**config.mk**
```make
export PLATFORM = sky130hd
export DESIGN_NAME = lfsr_descrambler_p_flat
export DESIGN_NICKNAME = d
export VERILOG_FILES = /design/src/rtl/lfsr_descrambler_p_if.sv /design/src/rtl/lfsr_descrambler_p.sv /design/src/flat_wrapper.sv
export SDC_FILE = /design/constraint.sdc
export NUM_CORES = 1
export LEC_CHECK = 0
export ABC_CLOCK_PERIOD_IN_PS = 9100
export BUFFER_PORTS_ARGS = -buffer_cell sky130_fd_sc_hd__buf_2
export CAP_MARGIN = 20
export CORE_MARGIN = 10
export CORE_UTILIZATION = 40
export CTS_CLUSTER_DIAMETER = 30
export DETAILED_ROUTE_END_ITERATION = 16
export GPL_TIMING_DRIVEN = 1
export PLACE_DENSITY = 0.61
export SYNTH_ARGS = -nofsm -noshare
export SYNTH_HDL_FRONTEND = slang
export SYNTH_SLANG_ARGS = --single-unit
```
**constraint.sdc**
```tcl
create_clock -name i_clk -period 9.1 [get_ports i_clk]
set_input_delay 0.91 -clock i_clk [delete_from_list [all_inputs] [get_ports i_clk]]
set_output_delay 0.91 -clock i_clk [all_outputs]
set_load 0.005 [all_outputs]
```
**src/rtl/lfsr_descrambler_p_if.sv**
```systemverilog
// Receive-stream bundle for lfsr_descrambler_p: scrambled word in, descrambled word out.
// Handshake: a word transfers on every clock edge where i_valid is high; there is no ready/backpressure.
interface lfsr_descrambler_p_if #(
  parameter int P_DATA_WIDTH = 32
);
  logic                        i_valid;
  logic                        i_reseed;
  logic [P_DATA_WIDTH-1:0]     i_scr_data;
  logic [P_DATA_WIDTH/8-1:0]   i_scr_char;
  logic                        o_valid;
  logic [P_DATA_WIDTH-1:0]     o_data;
  logic [P_DATA_WIDTH/8-1:0]   o_char;

  modport master (
    output i_valid, i_reseed, i_scr_data, i_scr_char,
    input  o_valid, o_data, o_char
  );

  modport slave (
    input  i_valid, i_reseed, i_scr_data, i_scr_char,
    output o_valid, o_data, o_char
  );
endinterface

```
**src/rtl/lfsr_descrambler_p.sv**
```systemverilog
// Parametrised additive / self-synchronising LFSR descrambler with one-cycle registered output.
// Optional feature macro: DESCR_BYPASS_EN adds the i_bypass port (pass-through of scrambled data).
module lfsr_descrambler_p #(
  parameter int                    P_DATA_WIDTH = 32,
  parameter int                    P_LFSR_LEN   = 16,
  parameter logic [P_LFSR_LEN-1:0] P_TAPS       = 16'hA011,
  parameter logic [P_LFSR_LEN-1:0] P_INIT_VALUE = 16'h76D8,
  parameter int                    P_MODE       = 0
) (
  input  logic i_clk,
  input  logic i_rst,
`ifdef DESCR_BYPASS_EN
  input  logic i_bypass,
`endif
  lfsr_descrambler_p_if.slave bus
);
  localparam int W  = P_DATA_WIDTH;
  localparam int L  = P_LFSR_LEN;
  localparam int CW = P_DATA_WIDTH / 8;

  logic [L-1:0]   s_q;
  logic [L-1:0]   s_nxt;
  logic [L-1:0]   seed;
  logic [L+W-1:0] ext;
  logic [W-1:0]   fb;
  logic [W-1:0]   dout;
  logic           bypass;
  logic           reseed_add;

  // Builds the extended vector: low L bits are the state, upper W bits are either
  // generated LFSR bits (additive) or the received bits (self-sync).
  function automatic logic [L+W-1:0] extend(input logic [L-1:0] s, input logic [W-1:0] d);
    logic [L+W-1:0] e;
    e        = '0;
    e[L-1:0] = s;
    for (int i = 0; i < W; i++) begin
      if (P_MODE == 0) e[L+i] = ^(e[i +: L] & P_TAPS);
      else             e[L+i] = d[i];
    end
    return e;
  endfunction

  always_comb begin
`ifdef DESCR_BYPASS_EN
    bypass = i_bypass;
`else
    bypass = 1'b0;
`endif
    reseed_add = (P_MODE == 0) && bus.i_reseed;
    seed       = reseed_add ? P_INIT_VALUE : s_q;
    ext        = extend(seed, bus.i_scr_data);
    for (int i = 0; i < W; i++) begin
      fb[i] = ^(ext[i +: L] & P_TAPS);
    end
    if (P_MODE == 0) dout = bus.i_scr_data ^ ext[W-1:0];
    else             dout = bus.i_scr_data ^ fb;
    s_nxt = ext[L+W-1:W];
    // Self-sync keeps tracking wire bits during bypass; additive freezes (or reseeds).
    if (bypass) begin
      dout = bus.i_scr_data;
      if (P_MODE == 0) s_nxt = seed;
    end
  end

  always_ff @(posedge i_clk) begin
    if (i_rst) begin
      s_q         <= P_INIT_VALUE;
      bus.o_valid <= 1'b0;
      bus.o_data  <= '0;
      bus.o_char  <= '0;
    end else begin
      bus.o_valid <= bus.i_valid;
      if (bus.i_valid) begin
        s_q        <= s_nxt;
        bus.o_data <= dout;
        bus.o_char <= bus.i_scr_char[CW-1:0];
      end
    end
  end
endmodule

```
**src/flat_wrapper.sv**
```systemverilog
// flat-port wrapper written by rule: the top's interface ports become plain ports
module lfsr_descrambler_p_flat 
#(
  parameter int                    P_DATA_WIDTH = 32,
  parameter int                    P_LFSR_LEN   = 16,
  parameter logic [P_LFSR_LEN-1:0] P_TAPS       = 16'hA011,
  parameter logic [P_LFSR_LEN-1:0] P_INIT_VALUE = 16'h76D8,
  parameter int                    P_MODE       = 0
)
  (i_clk, i_rst, bus_i_valid, bus_i_reseed, bus_i_scr_data, bus_i_scr_char, bus_o_valid, bus_o_data, bus_o_char);
  lfsr_descrambler_p_if #(.P_DATA_WIDTH(P_DATA_WIDTH)) bus_i ();
  input  logic i_clk;
  input  logic i_rst;
  input wire logic [$bits(bus_i.i_valid)-1:0] bus_i_valid;
  input wire logic [$bits(bus_i.i_reseed)-1:0] bus_i_reseed;
  input wire logic [$bits(bus_i.i_scr_data)-1:0] bus_i_scr_data;
  input wire logic [$bits(bus_i.i_scr_char)-1:0] bus_i_scr_char;
  output wire logic [$bits(bus_i.o_valid)-1:0] bus_o_valid;
  output wire logic [$bits(bus_i.o_data)-1:0] bus_o_data;
  output wire logic [$bits(bus_i.o_char)-1:0] bus_o_char;
  assign bus_i.i_valid = bus_i_valid;
  assign bus_i.i_reseed = bus_i_reseed;
  assign bus_i.i_scr_data = bus_i_scr_data;
  assign bus_i.i_scr_char = bus_i_scr_char;
  assign bus_o_valid = bus_i.o_valid;
  assign bus_o_data = bus_i.o_data;
  assign bus_o_char = bus_i.o_char;
  lfsr_descrambler_p #(.P_DATA_WIDTH(P_DATA_WIDTH), .P_LFSR_LEN(P_LFSR_LEN), .P_TAPS(P_TAPS), .P_INIT_VALUE(P_INIT_VALUE), .P_MODE(P_MODE)) u_core (.i_clk(i_clk), .i_rst(i_rst), .bus(bus_i));
endmodule
```
### Yosys cells after proc, flatten, opt, wreduce, memory -nomap -nowiden

Index checks and enable logic that the tools add are counted.

* add/sub/neg operators: 0
* multiply operators: 0
* divide/modulo/power cells: 0
* order comparisons: 0
* equality and inequality tests: 0
* shift operators: 0
* multiplexer cells: 1
* bitwise logic cells: 1
* reduce and logical (&&, ||, !) cells: 32

Operators with widths (count)
* $reduce_xor A16 Y1: 32
* $xor A32 B32 Y32: 1
* $mux W16: 1

* bits in registers: 53
* bits in latches: 0
* memory bits (writable): 0
* ROM bits: 0
* input bits: 40
* output and inout port bits: 37
* memories kept: 0

### Logic depth before layout (Yosys ltp)

Gate-level depths: netlist of run 1.

* word-level depth: 33
* gate-level depth with buffers: 12
* mapped depth without buffers: 10

### Least setup slack after synthesis of run 1

OpenSTA, ideal clock, no wires.

* kind: input to register
* from: input port bus_i_reseed
* to: register u_core.s_q[15]
* data arrival time: 3.527 ns
* path slack: 5.494 ns
* cell stages on the path: 10
* buffers on the path: 1
* cell sequence: clkbuf_1 nand2b_1 mux2i_1 xnor2_1 xnor3_2 xnor3_1 xnor2_1 xnor3_1 xnor3_1 a211oi_2

* cells in the longest elaborated chain, start to end: 33

Ends and longest elaborated chain
* start, declared: RTL line flat_wrapper.sv:15 `input wire logic [$bits(bus_i.i_reseed)-1:0] bus_i_reseed;`
* $mux W16 (*): RTL line lfsr_descrambler_p.sv:50 `seed = reseed_add ? P_INIT_VALUE : s_q;`
* $reduce_xor A16 Y1 (26 in a row): RTL line lfsr_descrambler_p.sv:37 `if (P_MODE == 0) e[L+i] = ^(e[i +: L] & P_TAPS);`
* $reduce_xor A16 Y1 (5 in a row)
* $reduce_xor A16 Y1 (*)
* end signal, assigned: RTL line lfsr_descrambler_p.sv:74 `s_q <= s_nxt;`
* end, declared: RTL line lfsr_descrambler_p.sv:21 `logic [L-1:0] s_q;`

Every way passes the cells marked *; elsewhere a longest branch is shown, timed or not.
A chain may end at the register's enable or synchronous reset.

### Worst setup path after layout of run 1

* from: register u_core.s_q[15]
* to: register u_core.s_q[15]

* cells in the longest elaborated chain, start to end: 33

Ends and longest elaborated chain (RTL line)
* $mux W16 (*): lfsr_descrambler_p.sv:50
* $reduce_xor A16 Y1 (26 in a row): lfsr_descrambler_p.sv:37
* $reduce_xor A16 Y1 (5 in a row)
* $reduce_xor A16 Y1 (*)

Marked as above.

==> metrics.md, run 1 <==
| Metric | Value |
|---|---|
| Status | `finished, final reports clean` |
| Clk sink count | `53` |
| Synth Area in Simple Gates | `12.05%` |
| Number of post-CTS setup repair buffers | `0` |
| Drt total wl | `9406 um` |
| Tmin final | `4.168 ns` |
| Max_cap viols | `0` |
| I/O Buffers | `76` |
| Setup TNS | `0 ns` |
| Setup Skew | `0.006496 ns` |
| Syn Nets | `440` |
| Clk_lat worst skew | `0.32 ns` |
| # rows | `36` |
| Post-CTS Resized | `0` |
| Grt ovf | `0` |
| Synth Area in XOR/XNOR | `47.05%` |
| Compound-Gate Fraction of Synth Area | `7.156%` |
| Post-Syn Area per Cell | `9.966 sq um` |
| Slew Viols, Final | `0` |
| Synth cell types | `34` |
| Hold-fix buffers, CTS | `0` |
| Most frequent cells in the layout | `nor2_1 (81), buf_2 (76), xnor2_1 (74)` |
| Largest family of logic cells by synthesized area | `XOR/XNOR gates` |
| # diodes | `0` |
| Synth warn | `0` |
| Final nets | `496` |
| R2R cell count | `10` |
| Hold Crit Depth | `2` |
| Hold Fails Final Rpt | `0` |
| Setup CP Type | `flop to flop` |
| Vias in the first global route | `2,856` |
| Vias/cell | `4.719` |
| Worst-Margin Slew | `1.032 ns` |
| RSZ-0062 raised after global routing | `false` |
| Worst Path Required | `9.34 ns` |
| DRT antenna net count | `0` |
| Most common cell after layout, fill and taps aside | `nor2_1` |
| Starting Density | `40.97%` |
| Final RePlAce weighted congestion | `0.8735` |
| Critical-path cell list | `xnor3_2, xnor3_2, xnor2_1, nor2_2, xnor2_2, xnor2_1, xnor3_1, xor2_1, xnor3_1, a211oi_2` |
| Footprint of the multi-input gates | `2791 sq um` |
| Synth Area in Adders | `0%` |
| Final Cycle Share | `45.81%` |
| Die Ht | `119.8 um` |
| Clk buf depth | `2` |
| CTS Buf Count | `5` |
| Fmax | `239.9 MHz` |
| Hold Slack | `0.4815 ns` |
| Core footprint | `9729 sq um` |
| Final core occ | `46.37%` |
| Post-route DRC | `0` |
| Via count | `2,784` |
| Die area | `14,360 sq um` |
| Mapped cell area | `3986 sq um` |
| HPWL Detailed | `7185 um` |
| Syn Inst Count | `400` |
| Number of fill cells in the layout | `964` |
| # IOs | `77` |
| DRT Pass-1 Iters | `4` |
| WP depth | `10` |
| Setup crit start kind | `flop` |
| Slew HR | `31.21%` |
| Worst Path Arrival | `4.41 ns` |
| Root Driver | `clkbuf_8` |
| First-pass GRT wire length | `14,920 um` |
| Fraction of layout cells with a size suffix above 1 | `24.73%` |
| Routed len/inst | `15.94 um` |
| Pin count of the biggest net entering global routing | `62` |
| HP Class | `flop to flop` |
| Drt initial violations | `120` |
| Initial antenna violation count | `0` |
| Slowest cell delay on critical path | `0.64 ns` |
| Slowest-stage cell, CP | `dfxtp_1` |
| Register area | `1061 sq um` |
| Sequential area share after synthesis | `26.62%` |
| CTS H-tree depth | `2` |
| Critical-path maximum fanout | `8` |
| Seq cells post-synth | `53` |
| GRT Overall Usage | `12.91%` |
| CP delay by family, top | `XOR/XNOR gates` |
| Layout area overhead | `13.18%` |
| CTS tree | `yes` |
| Die W | `119.8 um` |
| Multiplexer area fraction after synthesis | `3.766%` |
| CP bufs+invs | `0` |
| Setup crit end kind | `flop` |
| Final setup fails | `0` |
| Clk slew on worst S/H paths | `0.11 ns` |
-- sequential cells by signal (all words and copies together), names as in the netlist --
signal              cells
u_core.bus.o_data      32
u_core.bus.o_char       4
u_core.s_q             16
u_core.bus.o_valid      1
-- layout make-up --
class / count / share of cell area [%]
timing repair buffer: 77 / 8.597
tap: 133 / 3.688
clock inverter: 3 / 0.5546
sequential: 53 / 23.52
clock buffer: 5 / 1.525
multi-input combinational: 316 / 61.87
inverter: 3 / 0.2496
-- through the flow --
step | setup slack [ns] | cells | cell area, sq um
2_1_floorplan | 5.494 | 400 | 3986
3_3_place_gp | 4.851 | 582 | 4418
3_5_place_dp | 4.795 | 582 | 4418
4_1_cts | 4.934 | 590 | 4512
5_1_grt | 4.743 | 590 | 4512
6_report | 4.932 | 590 | 4512
-- Yosys cell counts (all sizes together) --
cell    instances  share of area [%]
clkbuf         19                1.9
xnor3          21                 12
nand2b          6                1.1
a211oi         20                3.9
a21oi          11                1.4
or2             1               0.16
nor2           84                8.2
nand3b          1               0.19
nor2b          11                1.7
and2b           1               0.25
o21ai           1               0.13
buf             9                1.2
dfxtp          53                 27
xor2           41                9.4
mux2i          15                3.8
xnor2          86                 22
nand2           2               0.19
xor3            6                3.6
a211o           8                1.8
inv             3               0.28
or2b            1               0.19
-- worst reg2reg max path, cell delays in order (launching register included) --
cell	delay, ns
dfxtp_1	0.64
xnor3_2	0.60
xnor3_2	0.48
xnor2_1	0.22
nor2_2	0.07
xnor2_2	0.21
xnor2_1	0.48
xnor3_1	0.53
xor2_1	0.27
xnor3_1	0.38
a211oi_2	0.21
-- metal layers --
metal	global-route usage (%)	vias up	share of wire, %
met2	21.29	66	46
met3	3.282	13	5.3
met1	16.50	1305	47
met4	3.167	0	1.6
li1	-	1400	-
met5	0	-	0
-- worst paths after layout --
path         slack (ns)                                from                                 end
max                4.93         u_core.s_q[15]$_SDFFE_PP0P_         u_core.s_q[15]$_SDFFE_PP0P_
min                0.48  u_core.bus.o_data[24]$_SDFFE_PP0P_  u_core.bus.o_data[24]$_SDFFE_PP0P_
max reg2reg        4.93         u_core.s_q[15]$_SDFFE_PP0P_         u_core.s_q[15]$_SDFFE_PP0P_
min reg2reg        0.48  u_core.bus.o_data[24]$_SDFFE_PP0P_  u_core.bus.o_data[24]$_SDFFE_PP0P_
-- kinds of logic after synthesis --
kind of cell | after synthesis
DFF | 53
muxes | 15
AOI/OAI and AO/OA | 40
and+or+nand+nor | 107
buffers and inverters | 31
xor gates and xnor gates | 154
Power of run 1 is left out: the tool's default activity adds up to more than one toggle a clock period on the data nets, which glitch-free logic cannot reach.
==> run 2: changes to the inputs <==
--- a/config.mk
+++ b/config.mk
@@ -5,7 +5,7 @@
 export SDC_FILE = /design/constraint.sdc
 export NUM_CORES = 1
 export LEC_CHECK = 0
-export ABC_CLOCK_PERIOD_IN_PS = 9100
+export ABC_CLOCK_PERIOD_IN_PS = 3500
 export BUFFER_PORTS_ARGS = -buffer_cell sky130_fd_sc_hd__buf_2
 export CAP_MARGIN = 20
 export CORE_MARGIN = 10
@@ -13,7 +13,7 @@
 export CTS_CLUSTER_DIAMETER = 30
 export DETAILED_ROUTE_END_ITERATION = 16
 export GPL_TIMING_DRIVEN = 1
-export PLACE_DENSITY = 0.61
+export PLACE_DENSITY = 0.63
 export SYNTH_ARGS = -nofsm -noshare
 export SYNTH_HDL_FRONTEND = slang
 export SYNTH_SLANG_ARGS = --single-unit
==> constraint.sdc (replaced) <==
create_clock -name i_clk -period 3.5 [get_ports i_clk]
set_input_delay 0.35 -clock i_clk [delete_from_list [all_inputs] [get_ports i_clk]]
set_output_delay 0.35 -clock i_clk [all_outputs]
set_load 0.005 [all_outputs]
==> run 2 against run 1 <==
Effect of this change:
- the run now ends with setup timing left
- non-clock buffer count rose by 71
- via count rose by 8.5%
- final cell count rose by 12%
- first-iteration DRC count rose by 11%
- core utilization rose by 6.9 points
- sequential share of layout area fell by 2.9 points
- critical endpoint unchanged
- highest routed layer unchanged
==> metrics.md, run 2 (same netlist as run 1, synthesis figures left out) <==
| Metric | Value |
|---|---|
| Worst Path Required | `3.73 ns (was 9.34 ns)` |
| Final nets | `567 (was 496)` |
| Clk slew on worst S/H paths | `0.10 ns (was 0.11 ns)` |
| HPWL Detailed | `8112 um (was 7185 um)` |
| CTS Buf Count | `5 (unchanged)` |
| Status | `finished with violations (was finished, final reports clean)` |
| Slowest cell delay on critical path | `0.52 ns (was 0.64 ns)` |
| Root Driver | `clkbuf_8 (unchanged)` |
| Slowest-stage cell, CP | `xnor3_2 (was dfxtp_1)` |
| Footprint of the multi-input gates | `2915 sq um (was 2791 sq um)` |
| Top reg by flops | `u_core.bus.o_data (unchanged)` |
| Die area | `14,360 sq um (unchanged)` |
| Vias/cell | `4.570 (was 4.719)` |
| Clk sink count | `53 (unchanged)` |
| Slew HR | `33.99% (was 31.21%)` |
| Critical-path maximum fanout | `4 (was 8)` |
| First-pass GRT wire length | `16,280 um (was 14,920 um)` |
| Max_cap viols | `0 (unchanged)` |
| Final Cycle Share | `101.4% (was 45.81%)` |
| Failing checks | `setup timing` |
| Clk buf depth | `2 (unchanged)` |
| Setup CP Type | `flop to flop (unchanged)` |
| Vias in the first global route | `3,098 (was 2,856)` |
| Via count | `3,021 (was 2,784)` |
| Most common cell after layout, fill and taps aside | `nor2_1 (unchanged)` |
| Met3 Routed Length | `571 um (was 494 um)` |
| Starting Density | `40.97% (unchanged)` |
| Post-route DRC | `0 (unchanged)` |
| DRT antenna net count | `0 (unchanged)` |
| Worst Setup Slack, final | `-0.04740 ns (was 4.932 ns)` |
| DR top layer | `met4 (unchanged)` |
| Hold Fails Final Rpt | `0 (unchanged)` |
| DRT met1 WL | `4573 um (was 4390 um)` |
| CP delay by family, top | `XOR/XNOR gates (unchanged)` |
| Pin count of the biggest net entering global routing | `61 (was 62)` |
| Tmin final | `3.547 ns (was 4.168 ns)` |
| Fmax | `281.9 MHz (was 239.9 MHz)` |
| Most frequent cells in the layout | `nor2_1 (81), buf_2 (76), buf_4 (70) (was nor2_1 (81), buf_2 (76), xnor2_1 (74))` |
| Worst Path Arrival | `3.78 ns (was 4.41 ns)` |
| Routed len/inst | `15.38 um (was 15.94 um)` |
| Critical-path cell list | `xnor3_2, xnor3_2, nor2_4, xnor3_2, xnor3_1, xnor3_2, xnor2_2, xnor3_1, xnor3_1, a211oi_2 (was xnor3_2, xnor3_2, xnor2_1, nor2_2, xnor2_2, xnor2_1, xnor3_1, xor2_1, xnor3_1, a211oi_2)` |
| Most used cell, CP | `xnor3_2` |
| Clk_lat worst skew | `0.31 ns (was 0.32 ns)` |
| CTS tree | `yes (unchanged)` |
| Max reg flops | `32 (unchanged)` |
| Core footprint | `9729 sq um (unchanged)` |
| Number of fill cells in the layout | `917 (was 964)` |
| Drt total wl | `10,170 um (was 9406 um)` |
| Non-filler cells in the finished layout | `661 (was 590)` |
| Worst-Margin Slew | `0.9901 ns (was 1.032 ns)` |
| Setup Skew | `0.01350 ns (was 0.006496 ns)` |
| GRT Overall Usage | `14.02% (was 12.91%)` |
| CP bufs+invs | `0 (unchanged)` |
| CTS H-tree depth | `2 (unchanged)` |
| Die W | `119.8 um (unchanged)` |
| I/O Buffers | `76 (unchanged)` |
| Final setup fails | `2 (was 0)` |
| Final RePlAce weighted congestion | `0.9302 (was 0.8735)` |
| # diodes | `0 (unchanged)` |
| RSZ-0062 raised after global routing | `true (was false)` |
| Top Registers | `u_core.bus.o_data x32, u_core.s_q x16, u_core.bus.o_char x4 (unchanged)` |
| DRT Pass-1 Iters | `4 (unchanged)` |
| Met2 wire len | `4903 um (was 4366 um)` |
| Layout area overhead | `30.07% (was 13.18%)` |
| Fraction of layout cells with a size suffix above 1 | `38.64% (was 24.73%)` |
| Dpl cells | `643 (was 582)` |
| Setup crit end kind | `flop (unchanged)` |
| Grt ovf | `0 (unchanged)` |
| Slew Viols, Final | `0 (unchanged)` |
| # IOs | `77 (unchanged)` |
| Initial antenna violation count | `0 (unchanged)` |
| Drt initial violations | `133 (was 120)` |
| Register area | `1067 sq um (was 1061 sq um)` |
| Die Ht | `119.8 um (unchanged)` |
| Setup crit start kind | `flop (unchanged)` |
| HP Class | `input port to flop (was flop to flop)` |
| # rows | `36 (unchanged)` |
## run 2: worst paths after layout
kind | from | endpoint | cells after the start | slack (ns)
max | u_core.s_q[6]$_SDFFE_PP1P_ | u_core.s_q[15]$_SDFFE_PP0P_ | 10 | -0.05
min | bus_i_scr_char[0] | u_core.bus.o_char[0]$_SDFFE_PP0P_ | 3 | 0.28
max reg2reg | u_core.s_q[6]$_SDFFE_PP1P_ | u_core.s_q[15]$_SDFFE_PP0P_ | 10 | -0.05
min reg2reg | u_core.bus.o_data[24]$_SDFFE_PP0P_ | u_core.bus.o_data[24]$_SDFFE_PP0P_ | 2 | 0.47
## run 2: final cells by class
cell class	count	share of cell area [%]
Multi-Input combinational cell	316	56.23
Timing Repair Buffer	148	18.07
Tap cell	133	3.209
Clock buffer	6	1.400
Clock inverter	2	0.2896
Inverter	3	0.2172
Sequential cell	53	20.58
## run 2: timing repair
item,in CTS,in global routing
hold buffers,0,0
resized for setup,3,14
setup endpoints to repair,4,5
buffers inserted,0,11
pin swaps,1,8
## run 2: layer usage
metal,vias to the layer above,GRT usage (%)
met5,-,0
met4,0,3.167
met3,9,2.766
met2,77,23.45
met1,1398,18.25
li1,1537,-
## run 2: metrics by stage
step | TNS [ns] | worst slack (ns) | utilization [%] | hold slack [ns] | instance area, sq um
2_1_floorplan | 0 | 0.01344 | - | 0.4574 | 4030
3_3_place_gp | -0.05845 | -0.05845 | 50.68 | 0.4530 | 4931
3_5_place_dp | -0.1519 | -0.1152 | 50.68 | 0.4568 | 4931
4_1_cts | -0.09541 | -0.09541 | 51.75 | 0.2714 | 5035
5_1_grt | -0.5622 | -0.2240 | 53.29 | 0.2987 | 5185
6_report | -0.07162 | -0.04740 | 53.29 | 0.2780 | 5185
## run 2: tightest hold or removal path: cells and delay by family
kind,cells,cell delay [ns]
buf+inv,1,0.08
mux,1,0.06
simple gates,1,0.07
Power of run 2 is left out for the same reason.
